<file path="src/rtl/led_pkg.sv">
`default_nettype none
// +----------------------------------------------------------------------+
// | led_pkg : shared constants and types for the LED matrix scanner      |
// | Rev 1.0                                                              |
// +----------------------------------------------------------------------+
package led_pkg;

  localparam int ROWS      = 8;
  localparam int COLS      = 8;
  localparam int DEF_DWELL = 16;
  localparam int DEF_BLANK = 2;

  typedef enum logic [0:0] {
    ST_BLANK = 1'b0,
    ST_DRIVE = 1'b1
  } row_state_e;

  // [row][col]; arr[r] is the 8-bit column pattern of row r
  typedef logic [ROWS-1:0][COLS-1:0] led_array_t;

endpackage
`default_nettype wire

</file>
<file path="src/rtl/led_matrix_scanner_row_timer.sv">
`default_nettype none
// +----------------------------------------------------------------------+
// | row_timer : BLANK/DRIVE sequencing, dwell and row counters           |
// | Rev 1.0                                                              |
// +----------------------------------------------------------------------+
module row_timer
  import led_pkg::*;
#(
  parameter int DWELL = DEF_DWELL,
  parameter int BLANK = DEF_BLANK
) (
  input  logic       clk,
  input  logic       reset,
  output row_state_e state,
  output logic [2:0] row,
  output logic [7:0] cnt,
  output logic       frame_end,
  output logic       frame_done
);

  localparam logic [7:0] DWELL_LAST = 8'(DWELL - 1);
  localparam logic [7:0] BLANK_LAST = 8'(BLANK - 1);

  row_state_e state_q, state_d;
  logic [2:0] row_q, row_d;
  logic [7:0] cnt_q, cnt_d;
  logic       frame_done_q, frame_done_d;

  always_ff @(posedge clk or posedge reset) begin
    if (reset) begin
      state_q      <= ST_BLANK;
      row_q        <= 3'd0;
      cnt_q        <= 8'd0;
      frame_done_q <= 1'b0;
    end else begin
      state_q      <= state_d;
      row_q        <= row_d;
      cnt_q        <= cnt_d;
      frame_done_q <= frame_done_d;
    end
  end

  // The timer registers hold the cycle about to be shown; the output
  // registers in the top and frame_done_q sample it one edge later.
  always_comb begin
    state_d   = state_q;
    row_d     = row_q;
    cnt_d     = cnt_q + 8'd1;
    frame_end = (state_q == ST_DRIVE) && (row_q == 3'd7) && (cnt_q == DWELL_LAST);
    case (state_q)
      ST_BLANK: begin
        if (cnt_q == BLANK_LAST) begin
          state_d = ST_DRIVE;
          cnt_d   = 8'd0;
        end
      end
      ST_DRIVE: begin
        if (cnt_q == DWELL_LAST) begin
          state_d = ST_BLANK;
          cnt_d   = 8'd0;
          row_d   = row_q + 3'd1;
        end
      end
      default: begin
        state_d = ST_BLANK;
        cnt_d   = 8'd0;
      end
    endcase
    frame_done_d = frame_end;
  end

  assign state      = state_q;
  assign row        = row_q;
  assign cnt        = cnt_q;
  assign frame_done = frame_done_q;

endmodule
`default_nettype wire

</file>
<file path="src/rtl/led_matrix_scanner.sv">
`default_nettype none
// +----------------------------------------------------------------------+
// | led_matrix_scanner : double-buffered 8x8 red/green scanner with PWM  |
// | Rev 1.0                                                              |
// +----------------------------------------------------------------------+
module led_matrix_scanner
  import led_pkg::*;
#(
  parameter int DWELL = DEF_DWELL,
  parameter int BLANK = DEF_BLANK
) (
  input  logic       clk,
  input  logic       reset,
  input  logic       frame_load,
  input  led_array_t red_array,
  input  led_array_t green_array,
  input  logic [2:0] brightness,
  output logic [7:0] red,
  output logic [7:0] green,
  output logic [7:0] rowSink,
  output logic       frame_done
);

  localparam int STEP = DWELL / 8;

  row_state_e state;
  logic [2:0] row;
  logic [7:0] cnt;
  logic       frame_end;

  row_timer #(
    .DWELL(DWELL),
    .BLANK(BLANK)
  ) u_row_timer (
    .clk       (clk),
    .reset     (reset),
    .state     (state),
    .row       (row),
    .cnt       (cnt),
    .frame_end (frame_end),
    .frame_done(frame_done)
  );

  led_array_t shadow_red_q, shadow_red_d, shadow_green_q, shadow_green_d;
  led_array_t disp_red_q, disp_red_d, disp_green_q, disp_green_d;
  logic       pending_q, pending_d;
  logic [2:0] bright_q, bright_d;
  logic [7:0] red_q, red_d, green_q, green_d, row_sink_q, row_sink_d;
  logic [8:0] thresh;

  always_ff @(posedge clk or posedge reset) begin
    if (reset) begin
      shadow_red_q   <= '0;
      shadow_green_q <= '0;
      disp_red_q     <= '0;
      disp_green_q   <= '0;
      pending_q      <= 1'b0;
      bright_q       <= 3'd7;
      red_q          <= 8'h00;
      green_q        <= 8'h00;
      row_sink_q     <= 8'hFF;
    end else begin
      shadow_red_q   <= shadow_red_d;
      shadow_green_q <= shadow_green_d;
      disp_red_q     <= disp_red_d;
      disp_green_q   <= disp_green_d;
      pending_q      <= pending_d;
      bright_q       <= bright_d;
      red_q          <= red_d;
      green_q        <= green_d;
      row_sink_q     <= row_sink_d;
    end
  end

  // A load landing on the boundary edge bypasses the shadow handoff so the
  // new picture is shown from the very next frame.
  always_comb begin
    shadow_red_d   = shadow_red_q;
    shadow_green_d = shadow_green_q;
    disp_red_d     = disp_red_q;
    disp_green_d   = disp_green_q;
    pending_d      = pending_q;
    bright_d       = bright_q;
    if (frame_end) begin
      bright_d = brightness;
      if (frame_load) begin
        shadow_red_d   = red_array;
        shadow_green_d = green_array;
        disp_red_d     = red_array;
        disp_green_d   = green_array;
        pending_d      = 1'b0;
      end else if (pending_q) begin
        disp_red_d   = shadow_red_q;
        disp_green_d = shadow_green_q;
        pending_d    = 1'b0;
      end
    end else if (frame_load) begin
      shadow_red_d   = red_array;
      shadow_green_d = green_array;
      pending_d      = 1'b1;
    end
  end

  always_comb begin
    red_d      = 8'h00;
    green_d    = 8'h00;
    row_sink_d = 8'hFF;
    thresh     = ({6'd0, bright_q} + 9'd1) * 9'(STEP);
    if (state == ST_DRIVE) begin
      row_sink_d = ~(8'd1 << row);
      if ({1'b0, cnt} < thresh) begin
        red_d   = disp_red_q[row];
        green_d = disp_green_q[row];
      end
    end
  end

  assign red     = red_q;
  assign green   = green_q;
  assign rowSink = row_sink_q;

endmodule
`default_nettype wire
</file>
<file path="config.mk">
export PLATFORM = sky130hd
export DESIGN_NAME = led_matrix_scanner
export DESIGN_NICKNAME = d
export VERILOG_FILES = /design/src/rtl/led_pkg.sv /design/src/rtl/led_matrix_scanner_row_timer.sv /design/src/rtl/led_matrix_scanner.sv
export SDC_FILE = /design/constraint.sdc
export NUM_CORES = 1
export LEC_CHECK = 0
export CORE_MARGIN = 2
export CORE_UTILIZATION = 45
export CTS_CLUSTER_DIAMETER = 60
export DETAILED_ROUTE_END_ITERATION = 8
export PLACE_DENSITY = 0.75
export SLEW_MARGIN = 20
export SYNTH_ARGS = -nofsm -noshare
export SYNTH_HDL_FRONTEND = slang
export SYNTH_HIERARCHICAL = 1
export SYNTH_SLANG_ARGS = --single-unit
</file>
<file path="constraint.sdc">
create_clock -name clk -period 12.05 [get_ports clk]
set_clock_uncertainty 0.05 [all_clocks]
set_input_delay 1.205 -clock clk [delete_from_list [all_inputs] [get_ports clk]]
set_output_delay 1.205 -clock clk [all_outputs]
set_load 0.03 [all_outputs]
</file>
==> flow_summary.yaml <==
outcome:
  status: "finished clean"
pwr:
  power_frac_seq_pct: 47.6
  cellLeakagePower_nw: 7.462
  pwr-share-comb_pct: 7.6
  switching_share_pct: 20.89
  peakVddDrop_uv: 96.36
  power_switching_w: 0.0004621
  internal_power_w: 0.001750
  clkPwrFrac_pct: 44.8
  powerDensity_mw_per_mm2: 142.2
placement:
  port_buffers: 158
  gp_congestion: 0.7590
  place_inst: 1283
  post-place-ws_ns: 7.632
  hpwl_um: 16970
timing:
  fin_ws_ns: 8.127
  finalSetupTns_ns: 0
  whs_ns: 0.4407
  slew_headroom_pct: 32.01
  setup_violations: 0
  slew_viol_final: 0
  period_share_pct: 32.56
  finalHoldViolCount: 0
  min_period_ns: 3.923
  rsz0062_at_grt: "no"
  worst_slew_pin_slew_ns: 1.020
  max_clock_freq_mhz: 254.9
routing:
  wl_per_cell_um: 19.38
  first_iter_violations: 351
  drt.antenna.violating_nets: 0
  viasPerCell: 5.072
  drc: 0
  num_vias: 6792
  drt-total-wl_um: 25960
  drt-pass1-iter-count: 4
cells_and_area:
  final_cells: 1339
  layout-drive-gt1-share_pct: 36.42
  diodes: 0
  area_growth_pct: 23.06
  final_cell_mix: "dfrtp_1 (285), mux2_2 (159), clkdlybuf4s50_1 (157), mux2_4 (111), mux2_1 (55)"
  fin_nets: 1080
  layout_commonest_cell: "dfrtp_1"
  final_core_util_pct: 56.15
floorplan:
  start_util_pct: 45.63
  core_sq_mm: 0.02771
  num_rows: 61
  io_pins: 159
  chipWidth_um: 171.6
  die_y_um: 171.6
  die_area_sq_mm: 0.02945
clock_network:
  cts_tree: "built"
  cts_max_path_buffers: 3
  cts_resized: 0
  clkSinkCount: 297
  clk_latency_ns: 0.56
  cts.htree.levels: 1
  cts_setup_buffers: 0
  clkTransAtPathRegs_ns: 0.06
  root_buffer: "clkbuf_16"
  cts_buffers: 30
  ctsHoldBuffers: 0
worst_hold_path:
  hold_end: "shadow_red_q[53]"
  hold_depth: 1
  hp-start: "shadow_red_q[53]"
  hp-class: "reg2reg"
global_route:
  grt_max_degree: 149
  grt_pass1_wl_um: 40520
  grt_usage_pct: 17.73
  antenna_found_initial: 0
  grt_overflow: 0
  grt_pass1_vias: 7195
worst_setup_path:
  crit_chain: "ha_1 -> ha_1 -> and2_1 -> o21ai_4 -> buf_4 -> buf_4 -> mux2_2"
  critPathCaptureType: "flop"
  r2r_start: "u_row_timer/row[1]"
  reg2regPathDepth: 7
  cp_max_fo: 76
  critPathMaxStageDelay_ns: 0.84
  critical_path_required_ns: 12.44
  cp.arrival_ns: 4.31
  r2r_end: "disp_red_q[36]"
  crit_type: "reg2reg"
  start_kind: "flop"
  crit_buf_inv: 2
  cp_slowest_cell: "dfrtp_4"
  cp_top_family: "buffers and inverters"
  reg2reg_slack_ns: 8.13
flow_run:
  drv_cap: 0
logic_synthesis:
  synthCells: 789
  synth_area_per_cell_sq_um: 16.02
  synth-edff-count: 0
  synth.lib_cells_used.distinct: 33
  synth_nets: 931
  yosysWarnings: 6
  asyncSetResetFlopFracSynth_pct: 100.0
  synth_ff_type: "dfrtp_1"
  synth_top_area_share_pct: 56.62
  ys_ff_latch: 297
  synth_top_area_cell: "dfrtp_1"
  ys_seq_area_share_pct: 58.90
  ys_top_cells_by_area: "dfrtp_1 (57%), mux2_2 (14%), mux2_4 (13%)"
  synth_area_sq_mm: 0.01264
[flip-flops by register name, indices dropped and copies added, names as in the netlist, 3 cells and up]
register and flops:
u_row_timer/cnt 8, shadow_green_q 64, disp_red_q 64, green 8, disp_green_q 64, rowSink 8
shadow_red_q 64, u_row_timer/row 3, bright_q 3, red 8
[worst max path at each step]
stage	endpoint	depth (start not counted)	from
floorplan	disp_green_q[0]	1	reset
global placement	shadow_green_q[45]	4	reset
detailed placement	red[7]	4	reset
CTS	disp_green_q[22]	7	u_row_timer/row[1]
global route	disp_green_q[5]	7	u_row_timer/row[1]
finish	disp_red_q[36]	7	u_row_timer/row[1]
[cells in the mapped netlist (all sizes together), types with 2 or more instances]
cell	instances
mux2	325
nand3	8
and2	3
ha	8
xnor2	4
dfstp	11
nand2b	2
nor4	18
nor2b	3
a21oi	3
nor2	10
inv	5
nand2	5
o21ai	4
dfrtp	286
nand4	5
xor2	3
buf	47
o22ai	32
[layout make-up]
class | instances | area, sq um
inverters | 5 | 26.28
flip-flops and latches | 297 | 7450
well taps | 378 | 473.0
clock buffers | 43 | 909.6
multi-input cells | 439 | 4862
repair buffers | 165 | 1658
clock inverters | 12 | 177.7
fillers | 2149 | 12150
[kinds of logic after synthesis]
group / share of synthesized area [%]
AO/OA/AOI/OAI: 1.989
XOR/XNOR: 0.4850
adder cells (fa/ha/maj): 0.7919
buffers and inverters: 2.752
flip-flops: 58.90
multiplexers: 32.33
AND/OR/NAND/NOR: 2.752
[routing by layer]
metal | global-route usage [%] | wire length (um)
met5 | 0 | 0
met4 | 3.795 | 484
met3 | 2.761 | 1236
met2 | 27.26 | 11640
met1 | 26.65 | 12590
[through the flow]
stage	total power (W)	area, sq um
floorplan	0.001169	12640
global placement	0.001237	14440
detailed placement	0.001239	14440
CTS	0.002237	15530
global route	0.002296	15560
finish	0.002212	15560
[power by group through the flow]
stage	clock [W]	combinational (W)	sequential (W)
global route	0.00106	0.000183	0.00106
finish	0.000991	0.000169	0.00105
detailed placement	0	0.000170	0.00107
CTS	0.00101	0.000171	0.00105
floorplan	0	0.000102	0.00107
global placement	0	0.000169	0.00107
Note: power is estimated with default switching activity, not from simulation.
